--- src/rtl/cmac_rx_monitor_if.sv ---
// AXI-Stream bundle between the RX CDC FIFO, the statistics monitor and user logic.
interface cmac_rx_monitor_if #(
   parameter int DATA_W = 512
);
   localparam int KEEP_W = DATA_W / 8;

   logic [DATA_W-1:0] tdata;
   logic [KEEP_W-1:0] tkeep;
   logic              tuser;
   logic              tlast;
   logic              tvalid;
   logic              tready;

   modport master (output tdata, tkeep, tuser, tlast, tvalid, input tready);
   modport slave  (input tdata, tkeep, tuser, tlast, tvalid, output tready);
endinterface

--- src/rtl/cmac_rx_monitor.sv ---
// Per-channel RX monitor: two-entry register slice on the user-side stream plus
// good/bad frame classification and saturating statistics counters.
module cmac_rx_monitor #(
   parameter int          MIN_FRAME_BYTES  = 64,
   parameter int          MAX_FRAME_BYTES  = 9600,
   parameter logic [31:0] GOOD_FRAMES_INIT = '0   // reset value of good_frames
) (
   input  logic              user_clk,
   input  logic              user_resetn,
   input  logic              clear,
   cmac_rx_monitor_if.slave  s_axis,
   cmac_rx_monitor_if.master m_axis,
   output logic [31:0]       good_frames,
   output logic [31:0]       bad_frames,
   output logic [31:0]       runt_frames,
   output logic [31:0]       oversize_frames,
   output logic [47:0]       good_bytes,
   output logic              frame_done,
   output logic [15:0]       last_frame_len
);
   typedef struct packed {
      logic [511:0] tdata;
      logic [63:0]  tkeep;
      logic         tuser;
      logic         tlast;
   } beat_t;

   function automatic logic [6:0] popcount(input logic [63:0] k);
      logic [6:0] n;
      n = '0;
      for (int i = 0; i < 64; i++) n = n + 7'(k[i]);
      return n;
   endfunction

   function automatic logic [31:0] sat_inc(input logic [31:0] c);
      return (c == '1) ? c : c + 32'd1;
   endfunction

   beat_t main_q, skid_q, in_beat;
   logic  main_vld, skid_vld, rdy_q, skid_nxt;
   logic  in_hs, out_hs, frame_end;

   assign in_beat   = {s_axis.tdata, s_axis.tkeep, s_axis.tuser, s_axis.tlast};
   assign in_hs     = s_axis.tvalid & rdy_q;
   assign out_hs    = main_vld & m_axis.tready;
   assign frame_end = in_hs & s_axis.tlast;

   assign s_axis.tready = rdy_q;
   assign m_axis.tvalid = main_vld;
   assign m_axis.tdata  = main_q.tdata;
   assign m_axis.tkeep  = main_q.tkeep;
   assign m_axis.tuser  = main_q.tuser;
   assign m_axis.tlast  = main_q.tlast;

   // Skid fills only when a beat arrives while main is full and stalled.
   assign skid_nxt = skid_vld ? !out_hs : (in_hs & main_vld & !out_hs);

   always_ff @(posedge user_clk or negedge user_resetn) begin
      if (!user_resetn) begin
         main_vld <= 1'b0;
         skid_vld <= 1'b0;
         rdy_q    <= 1'b0;
         main_q   <= '0;
         skid_q   <= '0;
      end else begin
         skid_vld <= skid_nxt;
         rdy_q    <= !skid_nxt;
         if (skid_vld) begin
            if (out_hs) main_q <= skid_q;
         end else if (in_hs) begin
            if (!main_vld || out_hs) begin
               main_q   <= in_beat;
               main_vld <= 1'b1;
            end else begin
               skid_q <= in_beat;
            end
         end else if (out_hs) begin
            main_vld <= 1'b0;
         end
      end
   end

   logic [6:0]  beat_bytes;
   logic [16:0] sum;
   logic [15:0] acc_q, frame_len;
   logic [48:0] bytes_sum;
   logic        fmt_err_q, beat_err, keep_contig, is_runt, is_over, frame_bad;

   assign beat_bytes  = popcount(s_axis.tkeep);
   assign sum         = {1'b0, acc_q} + {10'b0, beat_bytes};
   assign frame_len   = sum[16] ? 16'hFFFF : sum[15:0];
   // Non-zero and of the form 2^n-1: adding one clears every set bit.
   assign keep_contig = (s_axis.tkeep != '0) && ((s_axis.tkeep & (s_axis.tkeep + 64'd1)) == '0);
   assign beat_err    = s_axis.tlast ? !keep_contig : (s_axis.tkeep != '1);
   assign is_runt     = frame_len < 16'(MIN_FRAME_BYTES);
   assign is_over     = frame_len > 16'(MAX_FRAME_BYTES);
   assign frame_bad   = s_axis.tuser | fmt_err_q | beat_err | is_runt | is_over;
   assign bytes_sum   = {1'b0, good_bytes} + {33'b0, frame_len};

   always_ff @(posedge user_clk or negedge user_resetn) begin
      if (!user_resetn) begin
         acc_q           <= '0;
         fmt_err_q       <= 1'b0;
         frame_done      <= 1'b0;
         last_frame_len  <= '0;
         good_frames     <= GOOD_FRAMES_INIT;
         bad_frames      <= '0;
         runt_frames     <= '0;
         oversize_frames <= '0;
         good_bytes      <= '0;
      end else begin
         frame_done <= frame_end;
         if (in_hs) begin
            if (s_axis.tlast) begin
               acc_q          <= '0;
               fmt_err_q      <= 1'b0;
               last_frame_len <= frame_len;
            end else begin
               acc_q     <= frame_len;
               fmt_err_q <= fmt_err_q | beat_err;
            end
         end
         // clear beats a coincident update; the frame is simply not counted.
         if (clear) begin
            good_frames     <= '0;
            bad_frames      <= '0;
            runt_frames     <= '0;
            oversize_frames <= '0;
            good_bytes      <= '0;
         end else if (frame_end) begin
            if (frame_bad) begin
               bad_frames <= sat_inc(bad_frames);
            end else begin
               good_frames <= sat_inc(good_frames);
               good_bytes  <= bytes_sum[48] ? '1 : bytes_sum[47:0];
            end
            if (is_runt) runt_frames     <= sat_inc(runt_frames);
            if (is_over) oversize_frames <= sat_inc(oversize_frames);
         end
      end
   end
endmodule

--- src/flat_wrapper.sv ---
// flat-port wrapper written by rule: the top's interface ports become plain ports
module cmac_rx_monitor_flat 
#(
   parameter int          MIN_FRAME_BYTES  = 64,
   parameter int          MAX_FRAME_BYTES  = 9600,
   parameter logic [31:0] GOOD_FRAMES_INIT = '0                                
)
  (user_clk, user_resetn, clear, good_frames, bad_frames, runt_frames, oversize_frames, good_bytes, frame_done, last_frame_len, s_axis_tdata, s_axis_tkeep, s_axis_tuser, s_axis_tlast, s_axis_tvalid, s_axis_tready, m_axis_tdata, m_axis_tkeep, m_axis_tuser, m_axis_tlast, m_axis_tvalid, m_axis_tready);
  cmac_rx_monitor_if #(.DATA_W(512)) s_axis_i ();
  cmac_rx_monitor_if #(.DATA_W(512)) m_axis_i ();
  input  logic user_clk;
  input  logic user_resetn;
  input  logic clear;
  output logic [31:0] good_frames;
  output logic [31:0] bad_frames;
  output logic [31:0] runt_frames;
  output logic [31:0] oversize_frames;
  output logic [47:0] good_bytes;
  output logic frame_done;
  output logic [15:0] last_frame_len;
  input wire logic [$bits(s_axis_i.tdata)-1:0] s_axis_tdata;
  input wire logic [$bits(s_axis_i.tkeep)-1:0] s_axis_tkeep;
  input wire logic [$bits(s_axis_i.tuser)-1:0] s_axis_tuser;
  input wire logic [$bits(s_axis_i.tlast)-1:0] s_axis_tlast;
  input wire logic [$bits(s_axis_i.tvalid)-1:0] s_axis_tvalid;
  output wire logic [$bits(s_axis_i.tready)-1:0] s_axis_tready;
  output wire logic [$bits(m_axis_i.tdata)-1:0] m_axis_tdata;
  output wire logic [$bits(m_axis_i.tkeep)-1:0] m_axis_tkeep;
  output wire logic [$bits(m_axis_i.tuser)-1:0] m_axis_tuser;
  output wire logic [$bits(m_axis_i.tlast)-1:0] m_axis_tlast;
  output wire logic [$bits(m_axis_i.tvalid)-1:0] m_axis_tvalid;
  input wire logic [$bits(m_axis_i.tready)-1:0] m_axis_tready;
  assign s_axis_i.tdata = s_axis_tdata;
  assign s_axis_i.tkeep = s_axis_tkeep;
  assign s_axis_i.tuser = s_axis_tuser;
  assign s_axis_i.tlast = s_axis_tlast;
  assign s_axis_i.tvalid = s_axis_tvalid;
  assign s_axis_tready = s_axis_i.tready;
  assign m_axis_tdata = m_axis_i.tdata;
  assign m_axis_tkeep = m_axis_i.tkeep;
  assign m_axis_tuser = m_axis_i.tuser;
  assign m_axis_tlast = m_axis_i.tlast;
  assign m_axis_tvalid = m_axis_i.tvalid;
  assign m_axis_i.tready = m_axis_tready;
  cmac_rx_monitor #(.MIN_FRAME_BYTES(MIN_FRAME_BYTES), .MAX_FRAME_BYTES(MAX_FRAME_BYTES), .GOOD_FRAMES_INIT(GOOD_FRAMES_INIT)) u_core (.user_clk(user_clk), .user_resetn(user_resetn), .clear(clear), .s_axis(s_axis_i), .m_axis(m_axis_i), .good_frames(good_frames), .bad_frames(bad_frames), .runt_frames(runt_frames), .oversize_frames(oversize_frames), .good_bytes(good_bytes), .frame_done(frame_done), .last_frame_len(last_frame_len));
endmodule
--- config.mk ---
export PLATFORM = sky130hd
export DESIGN_NAME = cmac_rx_monitor_flat
export DESIGN_NICKNAME = d
export VERILOG_FILES = /design/src/rtl/cmac_rx_monitor_if.sv /design/src/rtl/cmac_rx_monitor.sv /design/src/flat_wrapper.sv
export SDC_FILE = /design/constraint.sdc
export NUM_CORES = 2
export LEC_CHECK = 0
export CORE_AREA = 2 2 535 537
export DETAILED_ROUTE_END_ITERATION = 10
export DIE_AREA = 0 0 537 539
export SYNTH_ARGS = -nofsm -noshare
export SYNTH_HDL_FRONTEND = slang
export SYNTH_SLANG_ARGS = --single-unit
--- constraint.sdc ---
create_clock -name user_clk -period 4.7 [get_ports user_clk]
set_input_delay 0.94 -clock user_clk [delete_from_list [all_inputs] [get_ports user_clk]]
set_output_delay 0.94 -clock user_clk [all_outputs]
set_load 0.02 [all_outputs]
# After elaboration in Yosys (flattened, before gate mapping)
# Cells that the tools add are included.
# word_totals
in_bits	583
out_inout_bits	773
wordCells	173
regBits	1369
# classes
bitwise_logic	13
n_mux	32
eq_ne	12
reduce_logical	24
n_lt_le_gt_ge	2
add_sub_neg	70
# ops
cell	count
$mux W578	4
$mux W32	16
$add A7 B1 Y7	62
$mux W48	4
$add A32 B1 Y32 const B	4
$eq A32 B32 Y1 const B	4
$add A64 B1 Y64 const B	1
$and A64 B64 Y64	1
$logic_not A64 Y1	1
$ne A64 B64 Y1 const B	1
$reduce_bool A64 Y1	1
$add A48 B16 Y49	1
$mux W16	2
$reduce_and A3 Y1	7
$add A16 B7 Y17	1
$gt A16 B14 Y1 const B	1
$lt A16 B7 Y1 const B	1
$ne A2 B2 Y1 const B	7
$reduce_bool A2 Y1	7
$mux W1	6
$and A1 B1 Y1	5
$or A1 B1 Y1	5
$logic_not A1 Y1	4
$reduce_and A2 Y1	2
4 further kinds	5

# Longest topological paths before layout
# depth
depth_word	71
ltp_mapped	43

# Least setup slack after synthesis
# Ideal clock, no wire load.
# synth_timing
path_type	input port to flip-flop
from	input s_axis_tkeep[38]
to	register u_core.good_bytes[19]
required_ns	4.600
cell_stages	39
slack_ns	-5.802
arrival_ns	10.403
setup_ns	0.100
cell_sequence	clkbuf_1 -> inv_1 -> fa_1 -> inv_1 -> fa_1 -> fa_1 -> inv_1 -> fa_1 -> inv_1 -> fa_1 -> fa_1 -> fa_1 -> inv_1 -> fa_1 -> inv_1 -> ha_1 -> nor2b_1 -> o21ai_0 -> [... 3 more ...] -> xnor2_1 -> ha_1 -> a211oi_1 -> o21a_1 -> or3_1 -> clkbuf_1 -> clkbuf_1 -> and2_1 -> inv_1 -> ha_1 -> inv_1 -> nor3_1 -> o2111a_1 -> o311ai_0 -> a21oi_1 -> nor4b_1 -> nor2_1 -> a311oi_1
# synth_between
elab_chain_cells	33
# synth_lines
element	line_no	rtl
start, declared	flat_wrapper.sv:22	input wire logic [$bits(s_axis_i.tkeep)-1:0] s_axis_tkeep;
$add A7 B1 Y7 (*) (26 in a row)	cmac_rx_monitor.sv:31	for (int i = 0; i < 64; i++) n = n + 7'(k[i]);
$add A16 B7 Y17 (*)	cmac_rx_monitor.sv:90	assign sum = {1'b0, acc_q} + {10'b0, beat_bytes};
$mux W16 (*)	cmac_rx_monitor.sv:91	assign frame_len = sum[16] ? 16'hFFFF : sum[15:0];
net u_core.frame_len[5]	cmac_rx_monitor.sv:85	logic [15:0] acc_q, frame_len;
$add A48 B16 Y49 / $lt A16 B7 Y1 (equally long branches)	cmac_rx_monitor.sv:98, cmac_rx_monitor.sv:95	
$mux W48 / $or A1 B1 Y1 (equally long branches)	cmac_rx_monitor.sv:135, cmac_rx_monitor.sv:97	
$mux W48 / $or A1 B1 Y1 (equally long branches)	cmac_rx_monitor.sv:131, cmac_rx_monitor.sv:97	
$mux W48 / $ne A2 B2 Y1 (equally long branches)	--	
$mux W48 / $reduce_and A2 Y1 (equally long branches)	--	
end signal, assigned	cmac_rx_monitor.sv:135	good_bytes <= bytes_sum[48] ? '1 : bytes_sum[47:0];
end, declared	cmac_rx_monitor.sv:17	output logic [47:0] good_bytes,
# Mark *: on every way through the listed nets, which the timed path passes. The rest lies on a longest branch. The select of a mux whose other input is x is not followed.
# A chain may end at the register's enable or synchronous reset.

# Worst setup path in the final report
# layout_timing
from	input s_axis_tkeep[8]
to	register u_core.good_bytes[21]
# layout_between
elab_chain_cells	63
# layout_lines
element	line_no
$add A7 B1 Y7 (*) (56 in a row)	cmac_rx_monitor.sv:31
$add A16 B7 Y17 (*)	cmac_rx_monitor.sv:90
$mux W16 (*)	cmac_rx_monitor.sv:91
net u_core.frame_len[0]	cmac_rx_monitor.sv:85
$add A48 B16 Y49 / $lt A16 B7 Y1 (equally long branches)	cmac_rx_monitor.sv:98, cmac_rx_monitor.sv:95
$mux W48 / $or A1 B1 Y1 (equally long branches)	cmac_rx_monitor.sv:135, cmac_rx_monitor.sv:97
$mux W48 / $or A1 B1 Y1 (equally long branches)	cmac_rx_monitor.sv:131, cmac_rx_monitor.sv:97
$mux W48 / $ne A2 B2 Y1 (equally long branches)	--
$mux W48 / $reduce_and A2 Y1 (equally long branches)	--
# Marks and branches as above.

==> results by group <==
CTS
  – # clock sinks: 1369
  – CTS Buf Count: 166
  – Clock Latency Late Sink: 0.85 ns
  – Hold buffers post-CTS: 0
  – Clock buffer depth: 4
  – Clock-pin transition on the worst setup and hold timing paths: 0.06 ns
  – CTS tree: built
  – Clock root cell: clkbuf_16
  – H-tree depth: 4

Logic synthesis
  – Synth unique cells: 78
  – #FFs+latches synth: 1369
  – Gate Count Post-Synth: 5496
  – Post-synth EDFFs: 0
  – Top cells by area, synth: dfrtp_1 55%, mux2_2 11%, mux2i_1 9.3%
  – Post-synth net total: 6180
  – Post-synthesis average cell area: 11.41 sq um
  – Most common library cells after synthesis: 1369 x dfrtp_1, 731 x nor2_1, 661 x a21oi_1
  – Most common cell in the netlist: dfrtp_1
  – Warnings from Yosys: 0
  – Area leader, netlist: dfrtp_1
  – Ys flop type: dfrtp_1
  – Register area share after synthesis: 0.5465
  – Area share of the largest cell type after synthesis: 0.5465
  – Async S/R FF share, synth: 1.000
  – Mapped Area: 62680 sq um

Critical path
  – Crit path required time: 5.39 ns
  – CP delay by family, top: adder cells
  – Startpoint types: primary input
  – Worst Setup Path Type: in2reg
  – CP peak stage delay: 0.58 ns
  – Worst path buffer plus inverter count: 6
  – Critical path arrival: 10.21 ns
  – Critical Path Sink Type: flip-flop
  – Crit path top cell by count: fa_2
  – Crit-path slowest cell: fa_2
  – Crit Path Max Fanout: 5

Floorplan
  – CORE AREA: 284000 sq um
  – Total die area: 289400 sq um
  – Die X: 537 microns
  – I/O pin cnt: 1356
  – Initial Util: 0.2207
  – # rows: 196
  – Chip height: 539 microns

Routing
  – Total wire length: 277700 microns
  – DR pass1 iterations: 6
  – Drt wl/cell: 25.06 microns
  – Vias/cell: 4.637
  – Post-route ant nets: 0
  – DR iter-0 viols: 3926
  – # DRC: 0
  – DR vias: 51390

Place
  – RD Place Congestion: 0.9497
  – # port buffers: 1355
  – DP HPWL: 210900 microns

Global routing
  – Vias in the first global route: 50480
  – Global-route wire length before repair: 385700 microns
  – Overflow after GRT: 0
  – GRT Total Usage: 0.1824
  – Initial antenna violation count: 137
  – Pin count of the biggest net entering global routing: 207

STA
  – Final setup vio count: 208
  – Fin. Hold Viols: 0
  – Slew Viols, Final: 0
  – Crit path time final: 9.517 ns
  – Slew at the pin closest to its max-slew limit: 1.177 ns
  – Slew margin rel.: 0.2154
  – Post-route setup slack: -4.817 ns
  – Final worst path period share: 2.025
  – Min Hold Slack: 0.08082 ns
  – Fmax: 0.1051 GHz
  – Final TNS setup: -881.80 ns
  – RSZ-0062 raised after global routing: yes
  – Clock Skews: 0.06103 ns

Pwr
  – Maximum VDD drop: 0.003031 V
  – Leak Pwr: 0.03770 uW
  – Cell Pwr Density: 953.8 nW/um^2

Status
  – Status: complete, but fails checks
  – Failing checks: negative setup slack

Cells and area
  – # nets final: 7822
  – Share of cells above drive strength 1: 0.2309
  – Area growth syn-to-layout: 46.54%
  – Final core occ: 0.3235

Flow run
  – Max Cap Violations: 0

Worst hold path
  – HP Class: in2async
==> worst paths after layout <==
path                                                       from                                    to  slack [ns]  cells past startpoint
setup / recovery                                s_axis_tkeep[8]     u_core.good_bytes[21]$_DFFE_PN0P_       -4.82                     36
setup reg to reg               u_core.bad_frames[7]$_DFFE_PN0P_     u_core.bad_frames[11]$_DFFE_PN0P_        0.13                     10
min in group user_clk      u_core.last_frame_len[9]$_DFFE_PN0P_  u_core.last_frame_len[9]$_DFFE_PN0P_        0.48                      2
hold reg to reg            u_core.last_frame_len[9]$_DFFE_PN0P_  u_core.last_frame_len[9]$_DFFE_PN0P_        0.48                      2
hold / removal                                      user_resetn        u_core.skid_q[408]$_DFFE_PN0P_        0.08                      1
max in group asynchronous                           user_resetn             u_core.skid_vld$_DFF_PN0_        3.17                      2
==> cell type report <==
| class | count | area [sq um] |
|---|---|---|
| Tap cell | 3762 | 4707 |
| Multi-Input combinational cell | 3632 | 28640 |
| Timing Repair Buffer | 1818 | 18080 |
| Clock buffer | 242 | 4813 |
| Inverter | 151 | 574.3 |
| Sequential cell | 1369 | 34260 |
| Fill cell | 28360 | 192100 |
| Antenna cell | 62 | 155.1 |
| Clock inverter | 45 | 628.1 |
==> sequential cells by signal, summed over array words and instances, names as in the netlist, 16 cells and up <==
register and count:
u_core.skid_q 578, u_core.m_axis.tdata 512, u_core.m_axis.tkeep 64, u_core.good_bytes 48, u_core.bad_frames 32, u_core.good_frames 32
u_core.oversize_frames 32, u_core.runt_frames 32, u_core.acc_q 16, u_core.last_frame_len 16
==> layer usage <==
| layer | GRT usage | part of all wire | vias to the layer above |
|---|---|---|---|
| li1 | - | - | 22750 |
| met1 | 0.2375 | 0.42 | 26070 |
| met2 | 0.2811 | 0.45 | 2051 |
| met3 | 0.05802 | 0.088 | 471 |
| met4 | 0.06766 | 0.040 | 46 |
| met5 | 0 | 0.0011 | - |
==> metrics by stage <==
stage	cells	area (sq um)	total power, uW	setup WS [ns]
2_1_floorplan	5496	63100	45210	-5.048
3_3_place_gp	10630	83220	68850	-6.209
3_5_place_dp	10630	83220	68850	-6.311
4_1_cts	10970	90190	85630	-4.736
5_1_grt	11060	91800	92160	-5.005
6_report	11080	91860	87620	-4.817
==> repair_timing <==
item                                    in CTS  in global routing
gates cloned                                 7                  9
resized for setup                          320                221
endpoints found under the setup margin     208                208
pin swaps                                  107                138
buffers inserted                            44                 46
==> cell families after synthesis <==
group	count (synthesis)	share of synthesized area
simple gates	1332	0.09883
flops	1369	0.5465
buf+inv	499	0.03016
xor+xnor	61	0.008523
compound gates	930	0.08439
mux	1204	0.2047
fa+ha+maj	101	0.02687
==> cell usage in the layout (no fill, tap or decap), types with 33 or more instances in the layout <==
master / count
nand2_1: 129
inv_1: 123
clkbuf_1: 42
dfrtp_1: 1368
fa_1: 37
mux2i_1: 583
diode_2: 62
xnor2_1: 42
buf_4: 343
nand3_1: 71
clkbuf_16: 175
and3_1: 38
nor2b_1: 42
ha_1: 33
o21ai_0: 53
buf_12: 48
nor2_1: 719
a21oi_1: 637
buf_6: 63
mux2_2: 592
nand4_1: 64
clkdlybuf4s50_1: 1322
==> report_power, final <==
| part | internal [uW] | switching, uW | leakage [uW] | total, uW |
|---|---|---|---|---|
| clock | 7720 | 5410 | 0.00267 | 13100 |
| combinational | 26500 | 27800 | 0.0186 | 54300 |
| sequential | 17100 | 3170 | 0.0164 | 20200 |
No activity file was read; power rests on OpenSTA's default activity.
